--- config.mk ---
export PLATFORM = sky130hd
export DESIGN_NAME = cpu_run_ctrl
export DESIGN_NICKNAME = d
export VERILOG_FILES = /design/src/rtl/riscv_ctrl_pkg.sv /design/src/rtl/ctrl_loader.sv /design/src/rtl/cpu_run_ctrl.sv
export SDC_FILE = /design/constraint.sdc
export NUM_CORES = 1
export LEC_CHECK = 0
export CAP_MARGIN = 25
export CELL_PAD_IN_SITES_DETAIL_PLACEMENT = 1
export CELL_PAD_IN_SITES_GLOBAL_PLACEMENT = 1
export CORE_AREA = 2 2 112 114
export CTS_CLUSTER_DIAMETER = 150
export DETAILED_ROUTE_END_ITERATION = 10
export DIE_AREA = 0 0 114 116
export PLACE_DENSITY_LB_ADDON = 0.1
export SETUP_SLACK_MARGIN = 0.15
export SYNTH_ARGS = -nofsm -noshare
export SYNTH_HDL_FRONTEND = slang
export SYNTH_SLANG_ARGS = --single-unit
--- constraint.sdc ---
create_clock -name clk -period 4.1 [get_ports clk]
set_input_delay 0.82 -clock clk [delete_from_list [all_inputs] [get_ports clk]]
set_output_delay 0.82 -clock clk [all_outputs]
set_load 0.005 [all_outputs]
--- src/rtl/riscv_ctrl_pkg.sv ---
// Shared encodings for the RV32I run/load controller: FSM states, halt causes
// and the EBREAK opcode the controller watches for on the fetch bus.
package riscv_ctrl_pkg;

    typedef enum logic [2:0] {
        ST_IDLE = 3'd0,
        ST_LOAD = 3'd1,
        ST_RUN  = 3'd2,
        ST_STEP = 3'd3,
        ST_HALT = 3'd4
    } run_state_t;

    typedef enum logic [1:0] {
        CAUSE_NONE     = 2'd0,
        CAUSE_EBREAK   = 2'd1,
        CAUSE_HALT_REQ = 2'd2,
        CAUSE_WDOG     = 2'd3
    } halt_cause_t;

    localparam logic [31:0] EBREAK = 32'h0010_0073;

endpackage

--- src/rtl/ctrl_loader.sv ---
// Program loader: counts accepted words, decodes ld_ready and drives a
// registered instruction-memory write port one cycle after each handshake.
module ctrl_loader #(
    parameter int IMEM_DEPTH = 64,
    parameter int AW         = 6
) (
    input  logic          clk,
    input  logic          reset,
    input  logic          clear,
    input  logic          allow,
    input  logic          restart,
    input  logic          ld_valid,
    input  logic [31:0]   ld_data,
    input  logic          ld_last,
    output logic          ld_ready,
    output logic          ld_fire,
    output logic          ld_done,
    output logic          imem_we,
    output logic [AW-1:0] imem_waddr,
    output logic [31:0]   imem_wdata,
    output logic [AW:0]   load_cnt
);

    localparam logic [AW:0] DEPTH = (AW+1)'(IMEM_DEPTH);

    logic [AW:0] base;
    logic [AW:0] cnt_next;

    // A reload of an already-complete program starts over at address 0.
    assign base     = restart ? '0 : load_cnt;
    assign cnt_next = base + 1'b1;
    assign ld_ready = !reset && allow && (load_cnt < DEPTH);
    assign ld_fire  = ld_valid && ld_ready;
    assign ld_done  = ld_last || (cnt_next == DEPTH);

    always_ff @(posedge clk) begin
        if (reset) begin
            imem_we    <= 1'b0;
            imem_waddr <= '0;
            imem_wdata <= '0;
            load_cnt   <= '0;
        end else begin
            // The write register ignores clear so an in-flight word still lands.
            imem_we <= ld_fire;
            if (ld_fire) begin
                imem_waddr <= base[AW-1:0];
                imem_wdata <= ld_data;
            end
            if (clear)
                load_cnt <= '0;
            else if (ld_fire)
                load_cnt <= cnt_next;
        end
    end

endmodule

--- src/rtl/cpu_run_ctrl.sv ---
// Run/load controller for the single-cycle RV32I core: loads a program while
// holding the core in reset, then sequences run, halt and single-step.
module cpu_run_ctrl
    import riscv_ctrl_pkg::*;
#(
    parameter int IMEM_DEPTH  = 64,
    parameter int AW          = 6,
    parameter int WDOG_CYCLES = 1024
) (
    input  logic          clk,
    input  logic          reset,
    input  logic          ld_valid,
    output logic          ld_ready,
    input  logic [31:0]   ld_data,
    input  logic          ld_last,
    input  logic          start,
    input  logic          step,
    input  logic          halt_req,
    input  logic          abort,
    input  logic [31:0]   instr,
    output logic          core_reset,
    output logic          core_en,
    output logic          imem_we,
    output logic [AW-1:0] imem_waddr,
    output logic [31:0]   imem_wdata,
    output logic [2:0]    state_o,
    output logic [1:0]    halt_cause,
    output logic          loaded,
    output logic [AW:0]   load_cnt,
    output logic [31:0]   cycle_cnt
);

    localparam bit          WDOG_ON    = (WDOG_CYCLES != 0);
    localparam logic [31:0] WDOG_LIMIT = 32'(WDOG_CYCLES - 1);

    run_state_t  state;
    halt_cause_t cause_q;
    logic        is_ebreak;
    logic        wdog_hit;
    logic        ld_fire;
    logic        ld_done;
    logic        load_allow;
    logic        load_restart;

    assign is_ebreak    = (instr == EBREAK);
    assign load_allow   = (state == ST_IDLE) || (state == ST_LOAD);
    assign load_restart = loaded && (state == ST_IDLE);

    // EBREAK is suppressed in the same cycle it is fetched, hence combinational.
    assign core_en  = !reset && ((state == ST_RUN) || (state == ST_STEP)) && !is_ebreak;
    assign wdog_hit = WDOG_ON && core_en && (cycle_cnt >= WDOG_LIMIT);

    assign state_o    = state;
    assign halt_cause = cause_q;

    ctrl_loader #(
        .IMEM_DEPTH (IMEM_DEPTH),
        .AW         (AW)
    ) u_loader (
        .clk        (clk),
        .reset      (reset),
        .clear      (abort),
        .allow      (load_allow),
        .restart    (load_restart),
        .ld_valid   (ld_valid),
        .ld_data    (ld_data),
        .ld_last    (ld_last),
        .ld_ready   (ld_ready),
        .ld_fire    (ld_fire),
        .ld_done    (ld_done),
        .imem_we    (imem_we),
        .imem_waddr (imem_waddr),
        .imem_wdata (imem_wdata),
        .load_cnt   (load_cnt)
    );

    always_ff @(posedge clk) begin
        if (reset) begin
            state      <= ST_IDLE;
            core_reset <= 1'b1;
            cause_q    <= CAUSE_NONE;
            loaded     <= 1'b0;
            cycle_cnt  <= '0;
        end else begin
            if (core_en && (cycle_cnt != '1))
                cycle_cnt <= cycle_cnt + 32'd1;

            if (abort) begin
                state      <= ST_IDLE;
                core_reset <= 1'b1;
                loaded     <= 1'b0;
                cause_q    <= CAUSE_NONE;
            end else begin
                case (state)
                    ST_IDLE, ST_LOAD: begin
                        if (ld_fire) begin
                            cycle_cnt  <= '0;
                            cause_q    <= CAUSE_NONE;
                            core_reset <= 1'b1;
                            loaded     <= ld_done;
                            state      <= ld_done ? ST_IDLE : ST_LOAD;
                        end else if ((state == ST_IDLE) && start && loaded) begin
                            state      <= ST_RUN;
                            core_reset <= 1'b0;
                        end
                    end
                    ST_RUN: begin
                        if (is_ebreak) begin
                            state   <= ST_HALT;
                            cause_q <= CAUSE_EBREAK;
                        end else if (halt_req) begin
                            state   <= ST_HALT;
                            cause_q <= CAUSE_HALT_REQ;
                        end else if (wdog_hit) begin
                            state   <= ST_HALT;
                            cause_q <= CAUSE_WDOG;
                        end
                    end
                    ST_HALT: begin
                        if (start) begin
                            if (is_ebreak) begin
                                cause_q <= CAUSE_EBREAK;
                            end else begin
                                state   <= ST_RUN;
                                cause_q <= CAUSE_NONE;
                            end
                        end else if (step) begin
                            state <= ST_STEP;
                        end
                    end
                    ST_STEP: state <= ST_HALT;
                    default: begin
                        state      <= ST_IDLE;
                        core_reset <= 1'b1;
                    end
                endcase
            end
        end
    end

endmodule

== Yosys cells after proc, flatten, opt, wreduce, memory -nomap -nowiden ==
Cells that the tools add are included.

* Memories kept: 0
* Bits in registers: 85
* Word-level logic and storage cells: 76
* Output and inout port bits: 87
* Memory bits (read-only): 0
* Latch bits: 0
* Bits in writable memories: 0

* Order comparisons: 2
* Multiplexer cells: 25
* Shifts and indexed selects: 0
* Multiply operators: 0
* Equal/unequal tests: 13
* Add/subtract/negate cells: 2
* Bitwise operators: 1
* Divide/modulo/power cells: 0
* Reductions and logical operators: 24

{| class="wikitable"
|+ Operators with widths
! cell !! number
|-
| 32-bit 2-to-1 mux || 4
|-
| 32-bit by 1-bit adder with 32-bit output, second input constant || 1
|-
| 32-bit by 21-bit equality test with 1-bit output, second input constant || 1
|-
| 32-bit by 10-bit >= comparator with 1-bit output, second input constant || 1
|-
| 32-bit inequality test, second input constant || 1
|-
| 3-bit 2-to-1 mux || 8
|-
| 3-bit one-hot mux with 4 select lines || 1
|-
| 1-bit logical AND || 10
|-
| 2-bit 2-to-1 mux || 5
|-
| 3-bit inequality test, second input constant || 3
|-
| 4-bit AND reduction || 2
|-
| 7-bit by 1-bit adder with 7-bit output, second input constant || 1
|-
| 7-bit equality test, second input constant || 1
|-
| 7-bit < comparator, second input constant || 1
|-
| 7-bit 2-to-1 mux || 1
|-
| 3-bit by 2-bit equality test with 1-bit output, second input constant || 2
|-
| 2-bit one-hot mux with 3 select lines || 1
|-
| 1-bit 2-to-1 mux || 4
|-
| 2-bit inequality test, second input constant || 2
|-
| 4-bit inequality test, second input constant || 1
|-
| 2-bit AND reduction || 2
|-
| 2-bit OR reduction || 2
|-
| 3-bit by 1-bit equality test with 1-bit output, second input constant || 1
|-
| 3-bit equality test, second input constant || 1
|-
| other kinds (7) || 10
|}

== Depth between registers and ports, before layout ==
Gate-level depths: netlist of run 1.

* Word-level depth: 9
* Gate-level depth with buffers: 11

== Cells and area by module ==
Synthesis of run 1 repeated with hierarchy kept, for this count alone.

* Cells, all modules: 512
* Area total of the unflattened synthesis: 4063.9 µm²

{| class="wikitable"
|+ By module, submodules not included
! module !! cells an instance !! instances !! sequential area each (µm²) !! area an instance (µm²)
|-
| cpu_run_ctrl || 289 || 1 || 780.7 || 2289.7
|-
| ctrl_loader || 223 || 1 || 920.9 || 1774.2
|}

== Worst setup path before layout of run 1 ==
Ideal clock, no wire load.

* Path type: input to output
* Start point: input port instr[18]
* End point: output port core_en
* Data required time: 3.280 ns
* Buffers on the path: 1
* Arrival: 1.961 ns
* Stages: 5
* Path slack: 1.319 ns
* Cells stage by stage: nor4b_1 nand4_1 o21ai_2 buf_2 inv_1

* Cells in the longest elaborated chain, start to end: 3

{| class="wikitable"
|+ RTL lines
! what !! line !! text
|-
| from (decl) || cpu_run_ctrl.sv:20 || <nowiki>input logic [31:0] instr,</nowiki>
|-
| 32-bit by 21-bit equality test with 1-bit output || cpu_run_ctrl.sv:45 || <nowiki>assign is_ebreak = (instr == EBREAK);</nowiki>
|-
| 1-bit zero test || cpu_run_ctrl.sv:50 || <nowiki>assign core_en = !reset && ((state == ST_RUN) || (state == ST_STEP)) && !is_ebreak;</nowiki>
|-
| 1-bit logical AND || cpu_run_ctrl.sv:50 ||
|-
| to (decl) || cpu_run_ctrl.sv:22 || <nowiki>output logic core_en,</nowiki>
|}

Every way passes these cells.

== Worst setup path in the final report of run 1 ==
Ends and elaborated chain as after synthesis.

==> results.sh, run 1 <==
export IMPL_seq_area_frac_synth=0.4346
export IMPL_synth_area_sq_um=3915
export IMPL_internal_power_uw=1494
export IMPL_worst_endpoint_arrival_ns=2.73
export IMPL_insertedDiodeCount=0
export IMPL_path_clk_slew_ns=0.07
export IMPL_ctsRootBufferMaster="sky130_fd_sc_hd__clkbuf_16"
export IMPL_switching_share=0.2301
export IMPL_synthDistinctLibCells=52
export IMPL_die_w_microns=114
export IMPL_slew_limit_headroom=0.4252
export IMPL_powerDensity_nw_per_um2=327.9
export IMPL_outcome="finished, final reports clean"
export IMPL_hp_start="u_loader.imem_wdata[13]"
export IMPL_path_class="input pin to output port"
export IMPL_via_count=4019
export IMPL_power_ir_vdd_worst_mv=0.2511
export IMPL_dominantRegCellSynth="sky130_fd_sc_hd__dfxtp_1"
export IMPL_overflow=0
export IMPL_grt_max_degree=46
export IMPL_setup_ws_ns=0.5502
export IMPL_starting_utilization_of_the_core_area=0.3287
export IMPL_switchingPower_uw=446.5
export IMPL_final_max_slew_violation_count=0
export IMPL_finalSetupViolations=0
export IMPL_grt_antenna_before_repair=0
export IMPL_die_area_sq_um=13220
export IMPL_netlist_area_leader_share=0.4346
export IMPL_core_area_sq_um=11910
export IMPL_yosysMostFrequentCell="sky130_fd_sc_hd__nand2_1"
export IMPL_worst_slew_pin_transition_ns=0.8622
export IMPL_syn_inst=488
export IMPL_cts_hold_buffers_added=0
export IMPL_drc_violations_left=0
export IMPL_synth_area_per_cell_sq_um=8.023
export IMPL_clock_path_buffers=2
export IMPL_timing_critical_path_to_type="output port"
export IMPL_number_of_port_buffers=158
export IMPL_grt_util_all_layers=0.2030
export IMPL_holdWs_ns=0.4558
export IMPL_area_growth_syn_to_layout_pct=51.17
export IMPL_die_height_microns=116
export IMPL_synth_async_sr_flop_share=0
export IMPL_initialDrtViolationCount=210
export IMPL_nets=710
export IMPL_synth_seq_cells=85
export IMPL_row_count=40
export IMPL_dp_final_hpwl_microns=9493
export IMPL_hold_viol=0
export IMPL_hold_path_class="register to register"
export IMPL_worstRegToRegCells=10
export IMPL_post_drt_via_cell_ratio=5.107
export IMPL_period_share=0.8658
export IMPL_grt_first_pass_wirelength_microns=21370
export IMPL_gp_congestion=0.7947
export IMPL_ys_warnings_count=0
export IMPL_synth_commonest_cells="101 x sky130_fd_sc_hd__nand2_1, 85 x sky130_fd_sc_hd__dfxtp_1, 52 x sky130_fd_sc_hd__nor2_1"
export IMPL_p_clk_frac=0.459
export IMPL_io_pins=159
export IMPL_power_combinational_fraction=0.101
export IMPL_timing_clock_skew_ns=0.006368
export IMPL_numClockSinks=85
export IMPL_dr_pass1_iters=4
export IMPL_worst_ep_required_time_ns=3.28
export IMPL_pre_cts_ws_ns=0.5316
export IMPL_pwr_share_seq=0.440
export IMPL_static_leakage_power_uw=0.001988
export IMPL_overall_power_consumption_uw=1941
export IMPL_timing_critical_path_from_type="input pin"
export IMPL_grt_setup_unrepaired="false"
export IMPL_timing_hold_worst_path_depth=2
export IMPL_grt_pass1_vias=4129
export IMPL_post_cts_setup_buffer_count=0
export IMPL_path_max_fanout=5
export IMPL_cts_resized=0
export IMPL_setup_worst_path_start="instr[18]"
export IMPL_reg2reg_from="state_o[1]"
export IMPL_yosys_top_cells_area="sky130_fd_sc_hd__dfxtp_1 43%, sky130_fd_sc_hd__nand2_1 9.7%, sky130_fd_sc_hd__xnor2_1 6.9%"
export IMPL_h_tree_depth=3
export IMPL_cap_viol_max_count=0
export IMPL_fin_tns_setup_ns=0
export IMPL_cts_tree="done"
export IMPL_cts_buffers=9
export IMPL_syn_nets=563
export IMPL_drive_gt1_frac=0.06563
export IMPL_post_route_min_period_ns=3.550
export IMPL_netlist_top_cell_by_area="sky130_fd_sc_hd__dfxtp_1"
export IMPL_clk_insertion_delay_late_ns=0.34
export IMPL_fmaxAchievable_mhz=281.7
export IMPL_drt_antenna_violating_nets=0
export IMPL_wire_per_inst_microns=16.84
export IMPL_drt_wl_total_microns=13260
export IMPL_synth_edf_count=0
==> layout by cell type (no fill, tap or decap), types with 4 or more instances in the layout <==
cell / count
sky130_fd_sc_hd__clkdlybuf4s50_1: 157
sky130_fd_sc_hd__nand2_1: 101
sky130_fd_sc_hd__dfxtp_1: 85
sky130_fd_sc_hd__nor2_1: 52
sky130_fd_sc_hd__a21oi_1: 47
sky130_fd_sc_hd__xnor2_1: 31
sky130_fd_sc_hd__nor3_1: 19
sky130_fd_sc_hd__nand3_1: 17
sky130_fd_sc_hd__nor4_1: 15
sky130_fd_sc_hd__o21ai_0: 12
sky130_fd_sc_hd__nand4_1: 10
sky130_fd_sc_hd__clkbuf_16: 9
sky130_fd_sc_hd__buf_4: 7
sky130_fd_sc_hd__a31oi_1: 6
sky130_fd_sc_hd__inv_1: 5
sky130_fd_sc_hd__or2_2: 4
sky130_fd_sc_hd__mux2i_1: 4
==> stage by stage <==
stage	cells	util	instance area, sq um
after global placement	771	0.4696	5594
after detailed placement	771	0.4696	5594
after floorplan	488	-	3915
final	787	0.4968	5918
after CTS	787	0.4968	5918
after global routing	787	0.4968	5918
==> metal layers <==
metal	global-route usage	part of all wire
met5	0	0
met4	0.07236	0.013
met3	0.03713	0.037
met2	0.3448	0.50
met1	0.2592	0.45
==> power by group through the flow <==
stage          registers [uW]  clock network [uW]  logic, uW
2_1_floorplan             873                   0       66.5
3_3_place_gp              872                   0        193
3_5_place_dp              873                   0        197
4_1_cts                   854                 914        198
5_1_grt                   856                 949        213
6_report                  854                 891        196
==> path summary, 6_finish.rpt <==
path / endpoint / slack, ns
min reg2reg: u_loader.imem_wdata[13] / 0.46
min: u_loader.imem_wdata[13] / 0.46
max: core_en / 0.55
max reg2reg: state_o[0] / 1.21
==> logic make-up after synthesis <==
| group | Yosys count | share of synthesized area |
|---|---|---|
| multiplexers | 4 | 0.01023 |
| AND/OR/NAND/NOR | 251 | 0.3183 |
| XOR/XNOR | 32 | 0.07159 |
| adder cells (fa/ha/maj) | 3 | 0.009589 |
| AO/OA/AOI/OAI | 78 | 0.1157 |
| flip-flops | 85 | 0.4346 |
| buffers and inverters | 35 | 0.03995 |
==> critical path: stages <==
cell                              delay, ns
sky130_fd_sc_hd__clkdlybuf4s50_1       0.40
sky130_fd_sc_hd__nor4b_1               0.38
sky130_fd_sc_hd__nand4_1               0.30
sky130_fd_sc_hd__o21ai_2               0.30
sky130_fd_sc_hd__inv_1                 0.07
sky130_fd_sc_hd__clkdlybuf4s50_1       0.45
==> sequential cells by signal, indices dropped and copies added, names as in the netlist <==
register             cells
core_reset               1
state_o                  3
loaded                   1
u_loader.load_cnt        7
halt_cause               2
cycle_cnt               32
u_loader.imem_waddr      6
u_loader.imem_we         1
u_loader.imem_wdata     32
==> area by class of cell <==
class | instances | area [sq um]
Clock buffer | 9 | 225.2
Clock inverter | 7 | 98.84
Fill cell | 1455 | 5993
Inverter | 6 | 22.52
Multi-Input combinational cell | 368 | 2057
Sequential cell | 85 | 1702
Tap cell | 147 | 183.9
Timing Repair Buffer | 165 | 1629
Note: power is estimated with default switching activity, not from simulation.
==> run 2, diff against run 1 <==
REMOVE_ABC_BUFFERS = 1   (was unset)
==> run 2 against run 1 <==
Against the previous run: register-to-register slack worse by 0.06 ns; wire length is 2.9% lower; combinational power hardly changed; maximum frequency is 1.4% lower; via count is 1.6% lower; total power is 3.7% lower; largest power group is now sequential cells; die area stayed put; clock power is 8.3% lower; cell area is 0.38% lower; flip-flop and latch count stayed put.
==> results.sh, run 2 (synthesis results as in run 1) <==
export IMPL_switching_share=0.2263
export IMPL_powerDensity_nw_per_um2=316.9
export IMPL_ctsRootBufferMaster="sky130_fd_sc_hd__clkbuf_16"
export IMPL_path_clk_slew_ns=0.06
export IMPL_outcome="finished, final reports clean"
export IMPL_die_area_sq_um=13220
export IMPL_final_max_slew_violation_count=0
export IMPL_dp_final_hpwl_microns=9353
export IMPL_insertedDiodeCount=0
export IMPL_wire_per_inst_microns=16.35
export IMPL_crit_slowest_cell="sky130_fd_sc_hd__clkdlybuf4s50_1"
export IMPL_power_ir_vdd_worst_mv=0.1637
export IMPL_core_area_sq_um=11910
export IMPL_row_count=40
export IMPL_h_tree_depth=3
export IMPL_number_of_port_buffers=158
export IMPL_post_route_min_period_ns=3.602
export IMPL_hold_viol=0
export IMPL_drt_antenna_violating_nets=0
export IMPL_grt_antenna_before_repair=0
export IMPL_worst_slew_pin_transition_ns=0.8631
export IMPL_path_cells="clkdlybuf4s50_1, nor4_1, nand4_1, o21ai_2, inv_1, clkdlybuf4s50_1"
export IMPL_met3_wirelength_microns=660
export IMPL_internal_power_uw=1446
export IMPL_overflow=0
export IMPL_layout_commonest_cell="sky130_fd_sc_hd__clkdlybuf4s50_1"
export IMPL_starting_utilization_of_the_core_area=0.3287
export IMPL_dr_pass1_iters=4
export IMPL_clk_insertion_delay_late_ns=0.34
export IMPL_timing_critical_path_from_type="input pin"
export IMPL_worst_endpoint_arrival_ns=2.78
export IMPL_path_max_fanout=5
export IMPL_post_drt_via_cell_ratio=5.024
export IMPL_setup_ws_ns=0.4983
export IMPL_drc_violations_left=0
export IMPL_cts_hold_buffers_added=0
export IMPL_pre_cts_ws_ns=0.5375
export IMPL_p_clk_frac=0.437
export IMPL_timing_critical_path_to_type="output port"
export IMPL_grt_max_degree=51
export IMPL_hold_path_class="register to register"
export IMPL_timing_critical_path_slowest_cell_delay_ns=0.45
export IMPL_nets=710
export IMPL_period_share=0.8785
export IMPL_path_class="input pin to output port"
export IMPL_worst_ep_required_time_ns=3.28
export IMPL_fmaxAchievable_mhz=277.7
export IMPL_cp_common_cell="sky130_fd_sc_hd__clkdlybuf4s50_1"
export IMPL_grt_setup_unrepaired="false"
export IMPL_timing_clock_skew_ns=0.006249
export IMPL_power_combinational_fraction=0.106
export IMPL_grt_first_pass_wirelength_microns=20180
export IMPL_cts_tree="done"
export IMPL_pwr_share_seq=0.457
export IMPL_numClockSinks=85
export IMPL_cts_buffers=9
export IMPL_fin_tns_setup_ns=0
export IMPL_post_cts_setup_buffer_count=0
export IMPL_grt_pass1_vias=3922
export IMPL_register_area_sq_um=1702
export IMPL_drt_wl_total_microns=12870
export IMPL_die_height_microns=116
export IMPL_slew_limit_headroom=0.4246
export IMPL_io_pins=159
export IMPL_layout_top_registers="cycle_cnt: 32 flops, u_loader.imem_wdata: 32 flops, u_loader.load_cnt: 7 flops"
export IMPL_wl_met2_microns=6073
export IMPL_cp_buffers_inverters=3
export IMPL_initialDrtViolationCount=180
export IMPL_layout_filler_cell_count=1452
export IMPL_multiInputGateArea_sq_um=2057
export IMPL_cap_viol_max_count=0
export IMPL_cp_top_family="buffers and inverters"
export IMPL_area_growth_syn_to_layout_pct=50.59
export IMPL_grt_util_all_layers=0.1943
export IMPL_gp_congestion=0.7946
export IMPL_top_signal_layer_used="met4"
export IMPL_cts_resized=0
export IMPL_finalSetupViolations=0
export IMPL_die_w_microns=114
export IMPL_final_cell_mix="157 x sky130_fd_sc_hd__clkdlybuf4s50_1, 101 x sky130_fd_sc_hd__nand2_1, 85 x sky130_fd_sc_hd__dfxtp_1"
export IMPL_drive_gt1_frac=0.06250
export IMPL_switchingPower_uw=422.9
export IMPL_clock_path_buffers=2
export IMPL_m1WireLength_microns=5975
export IMPL_static_leakage_power_uw=0.001977
export IMPL_via_count=3954
[run 2: changes by cell type in the layout (fill, tap and decap cells not counted), sizes merged]
| cell | delta |
|---|---|
| inv | -1 |
| clkinv | -1 |
| clkbuf | +3 |
| bufinv | -1 |
[run 2: power by group through the flow]
stage | combinational (uW) | clock (uW) | sequential, uW
6_report | 198 | 817 | 854
4_1_cts | 199 | 846 | 854
5_1_grt | 216 | 881 | 856
3_5_place_dp | 198 | 0 | 872
2_1_floorplan | 54.4 | 0 | 874
3_3_place_gp | 196 | 0 | 871
[run 2: final cells by class]
class                           instances  area share
Clock buffer                           12     0.04181
Clock inverter                          4    0.008065
Inverter                                6    0.003820
Multi-Input combinational cell        368      0.3489
Sequential cell                        85      0.2886
Tap cell                              147     0.03120
Timing Repair Buffer                  165      0.2776
[run 2: final timing paths]
check	start	to	slack (ns)	cells after the start
setup / recovery	instr[26]	core_en	0.50	6
hold / removal	u_loader.imem_waddr[5]	u_loader.imem_waddr[5]	0.45	2
setup reg to reg	state_o[0]	state_o[0]	1.15	9
hold reg to reg	u_loader.imem_waddr[5]	u_loader.imem_waddr[5]	0.45	2
[run 2: routing by layer]
metal  GRT usage  up-vias
li1            -     1982
met4     0.07317        0
met3     0.03556       12
met2      0.3198      111
met5           0        -
met1      0.2551     1849
[run 2: worst register-to-register path, stage by stage (launching register included)]
cell and delay (ns):
sky130_fd_sc_hd__dfxtp_1 0.43, sky130_fd_sc_hd__or4b_1 0.74, sky130_fd_sc_hd__and2_1 0.27, sky130_fd_sc_hd__ha_1 0.25, sky130_fd_sc_hd__and3_1 0.21, sky130_fd_sc_hd__and3_1 0.21, sky130_fd_sc_hd__xor2_1 0.15, sky130_fd_sc_hd__a311oi_2 0.31
sky130_fd_sc_hd__o21ai_0 0.14, sky130_fd_sc_hd__a21oi_1 0.16
[run 2: through the flow]
stage / std cells / total power, uW / utilization / hold WS [ns] / cell area [sq um]
2_1_floorplan: 459 / 928.5 / - / 0.4422 / 3781
5_1_grt: 787 / 1953 / 0.4950 / 0.4806 / 5896
3_5_place_dp: 770 / 1070 / 0.4690 / 0.4469 / 5587
3_3_place_gp: 770 / 1067 / 0.4690 / 0.4377 / 5587
4_1_cts: 786 / 1898 / 0.4937 / 0.4556 / 5881
6_report: 787 / 1868 / 0.4950 / 0.4520 / 5896
